<file path="config.mk">
export PLATFORM = sky130hd
export DESIGN_NAME = display_page_scheduler
export DESIGN_NICKNAME = d
export VERILOG_FILES = /design/src/rtl/display_pkg.sv /design/src/rtl/display_page_scheduler_rr_picker.sv /design/src/rtl/display_page_scheduler.sv
export SDC_FILE = /design/constraint.sdc
export NUM_CORES = 1
export LEC_CHECK = 0
export CAP_MARGIN = 10
export CELL_PAD_IN_SITES_DETAIL_PLACEMENT = 1
export CELL_PAD_IN_SITES_GLOBAL_PLACEMENT = 2
export CORE_ASPECT_RATIO = 0.8
export CORE_UTILIZATION = 28
export CTS_CLUSTER_SIZE = 24
export DETAILED_ROUTE_END_ITERATION = 12
export MAX_ROUTING_LAYER = met4
export PLACE_DENSITY_LB_ADDON = 0.1
export SLEW_MARGIN = 10
export SYNTH_ARGS = -nofsm -noshare
export SYNTH_HDL_FRONTEND = slang
export SYNTH_SLANG_ARGS = --single-unit
</file>
<file path="constraint.sdc">
create_clock -name clk -period 2.8 [get_ports clk]
set_input_delay 0.84 -clock clk [delete_from_list [all_inputs] [get_ports clk]]
set_output_delay 0.84 -clock clk [all_outputs]
set_load 0.02 [all_outputs]
</file>
<file path="src/rtl/display_pkg.sv">
// Shared types and digit-field constants for the display page scheduler.
package display_pkg;

   localparam int         DIGIT_W     = 6;
   localparam logic [5:0] DIGIT_BLANK = 6'b0;
   localparam int         DIG_EN_BIT  = 5;
   localparam int         DIG_VAL_LSB = 1;
   localparam int         DIG_DP_BIT  = 0;
   localparam int         IDX_W       = 4;

   typedef enum logic [1:0] {
      IDLE,
      SHOW,
      SWITCH
   } state_e;

   function automatic logic [IDX_W-1:0] oh2idx(input logic [15:0] oh);
      logic [IDX_W-1:0] r;
      r = '0;
      for (int i = 0; i < 16; i++) begin
         if (oh[i]) r = IDX_W'(i);
      end
      return r;
   endfunction

endpackage

</file>
<file path="src/rtl/display_page_scheduler_rr_picker.sv">
// Combinational round-robin picker: first requester after last_grant,
// wrapping modulo NUM_SRC.
module rr_picker
   import display_pkg::*;
#(
   parameter int NUM_SRC = 4
) (
   input  logic [NUM_SRC-1:0] req,
   input  logic [IDX_W-1:0]   last_grant,
   output logic [NUM_SRC-1:0] grant,
   output logic               found
);

   logic [15:0]      req_w;
   logic [15:0]      gnt_w;
   logic [IDX_W-1:0] j;

   always_comb begin
      req_w = 16'(req);
      gnt_w = '0;
      found = 1'b0;
      j     = '0;
      for (int k = 1; k <= NUM_SRC; k++) begin
         j = IDX_W'((int'(last_grant) + k) % NUM_SRC);
         if (!found && req_w[j]) begin
            gnt_w[j] = 1'b1;
            found    = 1'b1;
         end
      end
   end

   assign grant = gnt_w[NUM_SRC-1:0];

endmodule

</file>
<file path="src/rtl/display_page_scheduler.sv">
// Dwell-timed round-robin sharing of the 8-digit display between sources.
// Optional build macro: LEADING_ZERO_BLANK_EN blanks leading zero digits.
module display_page_scheduler
   import display_pkg::*;
#(
   parameter int NUM_SRC      = 4,
   parameter int DWELL_CYCLES = 100_000_000
) (
   input  logic                  clk,
   input  logic                  reset_n,
   input  logic [NUM_SRC-1:0]    req,
   input  logic [16*NUM_SRC-1:0] src_data,
   input  logic                  next_tick,
   input  logic                  hold,
   output logic [NUM_SRC-1:0]    grant,
   output logic                  page_valid,
   output logic [47:0]           digits
);

   localparam int               CNT_W    = $clog2(DWELL_CYCLES) + 1;
   localparam logic [CNT_W-1:0] CNT_LAST = CNT_W'(DWELL_CYCLES - 1);

   state_e             state_q, state_d;
   logic [CNT_W-1:0]   cnt_q, cnt_d;
   logic [IDX_W-1:0]   last_q, last_d;
   logic [NUM_SRC-1:0] grant_q, grant_d;
   logic               pv_q, pv_d;
   logic [47:0]        digits_q, digits_d;

   logic [NUM_SRC-1:0] pick_oh;
   logic               pick_found;
   logic [255:0]       data_pad;
   logic [15:0]        cur;
   logic [3:0]         en;
   logic [47:0]        fmt;
   logic               expire;
   logic               adv;

   rr_picker #(.NUM_SRC(NUM_SRC)) u_pick (
      .req        (req),
      .last_grant (last_q),
      .grant      (pick_oh),
      .found      (pick_found)
   );

   assign data_pad = 256'(src_data);
   assign cur      = data_pad[{last_q, 4'b0000} +: 16];

   // Enable mask for value digits 3..0; digit 0 is never blanked.
`ifdef LEADING_ZERO_BLANK_EN
   assign en = {|cur[15:12], |cur[15:8], |cur[15:4], 1'b1};
`else
   assign en = 4'hF;
`endif

   always_comb begin
      fmt = '0;
      for (int k = 0; k < 4; k++) begin
         fmt[k*DIGIT_W +: DIGIT_W] = {en[k], cur[4*k +: 4], 1'b0};
      end
      fmt[7*DIGIT_W +: DIGIT_W] = {1'b1, last_q, hold};
   end

   assign expire = (cnt_q == CNT_LAST);
   assign adv    = (expire && !hold) || next_tick || !(|(req & grant_q));

   always_comb begin
      state_d  = state_q;
      cnt_d    = cnt_q;
      last_d   = last_q;
      grant_d  = grant_q;
      pv_d     = pv_q;
      digits_d = digits_q;
      unique case (state_q)
         IDLE: begin
            grant_d  = '0;
            pv_d     = 1'b0;
            digits_d = '0;
            if (|req) state_d = SWITCH;
         end
         SHOW: begin
            digits_d = fmt;
            if (adv) begin
               state_d = SWITCH;
            end else if (!(hold && expire)) begin
               cnt_d = cnt_q + 1'b1;
            end
         end
         SWITCH: begin
            cnt_d = '0;
            if (pick_found) begin
               state_d = SHOW;
               grant_d = pick_oh;
               pv_d    = 1'b1;
               last_d  = oh2idx(16'(pick_oh));
            end else begin
               state_d  = IDLE;
               grant_d  = '0;
               pv_d     = 1'b0;
               digits_d = '0;
            end
         end
         default: state_d = IDLE;
      endcase
   end

   always_ff @(posedge clk or negedge reset_n) begin
      if (!reset_n) begin
         state_q  <= IDLE;
         cnt_q    <= '0;
         last_q   <= IDX_W'(NUM_SRC - 1);
         grant_q  <= '0;
         pv_q     <= 1'b0;
         digits_q <= '0;
      end else begin
         state_q  <= state_d;
         cnt_q    <= cnt_d;
         last_q   <= last_d;
         grant_q  <= grant_d;
         pv_q     <= pv_d;
         digits_q <= digits_d;
      end
   end

   assign grant      = grant_q;
   assign page_valid = pv_q;
   assign digits     = digits_q;

endmodule

</file>
==> out/metrics.yaml <==
dr.first_iter.drc_count: 135
die_area_um2: 13740
nets: 555
hold_viol_final: 0
drv_cap: 0
area.growth.synth_to_final_pct: 45.25
hp-class: "in2async"
placeableCoreArea_um2: 12920
antennaDiodeCount: 0
overflow: 0
pin_count: 125
grt_max_degree: 41
synth_edf_count: 0
power_mw: 4.963
power_density_nw_per_um2: 919.4
cts_buffer_depth: 2
vias_per_cell: 4.841
ant_nets: 0
grt_pass1_wl_um: 18030
holdWs_ps: 449.1
async_reset_ff_frac: 1.000
row_count: 37
die_h_um: 105.0
placed_cell_area_um2: 5051
multiInputGateArea_um2: 2047
ys_ff_latch: 57
cts.clk_slew.worst_paths_ps: 50
dp_hpwl_um: 8543
hold_buffers: 0
synth_area_leaders: "dfrtp_1 37%, mux4_2 10%, xnor2_1 5.9%"
cts_tree: "yes"
clock_latency_ps: 330
layout-drive-gt1-share: 0.1942
nFillCells: 1433
drtPass1Iterations: 4
drv_slew: 0
htreeDepth: 3
vdd_drop_max_uv: 461.8
synth_cell_types: 60
place.port_buffers: 100
antenna_found_initial: 0
fin_area_um2: 5398
regArea_um2: 1429
final_common_cell: "clkdlybuf4s50_1"
critPathKind: "in2reg"
timing.fmax_mhz: 370.5
yosys.area.top_type: "dfrtp_1"
clock_sinks: 57
worst_ep_required_time_ps: 3000
outcome: "finished clean"
fp.dieW_um: 130.8
wl_per_cell_um: 17.54
gp_congestion: 0.7607
wirelength_um: 11470
final.period_utilization: 0.9640
cts_root_buffer: "clkbuf_16"
crit_fanout: 9
fin_util: 0.4179
synthCells: 348
cp-start-kind: "primary input"
synth_top_area_frac: 0.3704
p_leak_nw: 2.186
arrival_ps: 2900
skew_ps: 6.560
start_util: 0.2877
syn_avg_cell_area_um2: 10.68
tns_ps: 0
cts_inserted_buffers: 9
grt_setup_unrepaired: "no"
layout_common_cells: "99 x clkdlybuf4s50_1, 55 x dfrtp_1, 36 x buf_4"
syn-cell-area_um2: 3716
vias: 3166
track_usage: 0.1801
setup_violations: 0
drc: 0
fin_crit_ps: 2699
endpoint_kind: "flop"
ys.flop_type: "dfrtp_1"
ys.warnings.count: 0
ys_seq_area_frac: 0.3845
grt_pass1_vias: 3275
## area by class of cell
type                    instances  area share
clock buffers                  12     0.04752
clock inverters                 4     0.01391
inverters                      12    0.008345
multi-input cells             255      0.3792
flip-flops and latches         57      0.2647
well taps                     175     0.04057
repair buffers                139      0.2457
## cell usage after synthesis, drive strengths merged (2+ instances only)
cell,instances
dfrtp,55
buf,33
nor2,33
xnor2,25
a22o,21
mux4,17
nand2,16
clkbuf,14
nand3,12
a2111oi,11
inv,11
a211oi,10
ha,9
o21ai,8
a21oi,7
and3,6
and4,5
nand4,4
a31oi,3
mux2i,3
nand2b,3
nor2b,3
nor3,3
a21boi,2
a22oi,2
and2,2
dfstp,2
mux2,2
o211ai,2
o22ai,2
o2bb2ai,2
o31ai,2
or3,2
## power by group
part / total (mW) / switching [mW] / internal (mW)
clock: 1.22 / 0.393 / 0.827
combinational: 2.56 / 1.35 / 1.21
sequential: 1.18 / 0.149 / 1.03
total: 4.96 / 1.89 / 3.07
## routing by layer
layer  GRT usage  part of all wire
met5           -                 0
met4     0.04680             0.011
met3     0.04557             0.075
met2      0.2770              0.44
met1      0.2345              0.47
## worst max-delay path, stage by stage
cell and delay, ps:
clkdlybuf4s50_1 550, a22oi_1 120, a2111oi_4 400, o31ai_2 190
buf_12 180, a2111oi_2 390, xnor2_1 160, nor2_1 60
## cells by family after synthesis
| logic type | after synthesis | share of synthesized area |
|---|---|---|
| other cells | 1 | 0.001009 |
| fa+ha+maj | 9 | 0.03030 |
| mux | 22 | 0.1172 |
| buf+inv | 59 | 0.09057 |
| xor+xnor | 26 | 0.06128 |
| compound gates | 78 | 0.1845 |
| simple gates | 96 | 0.1306 |
| flops | 57 | 0.3845 |
## sequential cells by signal (all words and copies together), names as in the netlist
| register | flops |
|---|---|
| cnt_q | 28 |
| digits | 20 |
| grant | 4 |
| last_q | 2 |
| page_valid | 1 |
| state_q | 2 |
## path summary, 6_finish.rpt
| path | start | to | slack [ps] | cells past startpoint |
|---|---|---|---|---|
| worst max register to register | last_q[1] | last_q[0] | 390 | 9 |
| worst min register to register | page_valid | page_valid | 500 | 2 |
| max in group asynchronous | reset_n | last_q[1] | 1720 | 2 |
| min in group clk | page_valid | page_valid | 500 | 2 |
| worst max-delay path | req[1] | cnt_q[25] | 100 | 8 |
| worst min-delay path | reset_n | digits[19] | 450 | 1 |
## repair_timing
| item | in CTS | in global routing |
|---|---|---|
| setup buffers | 0 | 1 |
| hold endpoints to repair | 0 | 0 |
| endpoints found under the setup margin | 0 | 3 |
| resized for setup | 0 | 3 |
## metrics by stage
step,instances,setup slack [ps]
2_1_floorplan,371,218.7
3_3_place_gp,637,-218.9
3_5_place_dp,637,-254.4
4_1_cts,653,82.66
5_1_grt,654,3.583
6_report,654,100.8
No activity file was read; power rests on OpenSTA's default activity.
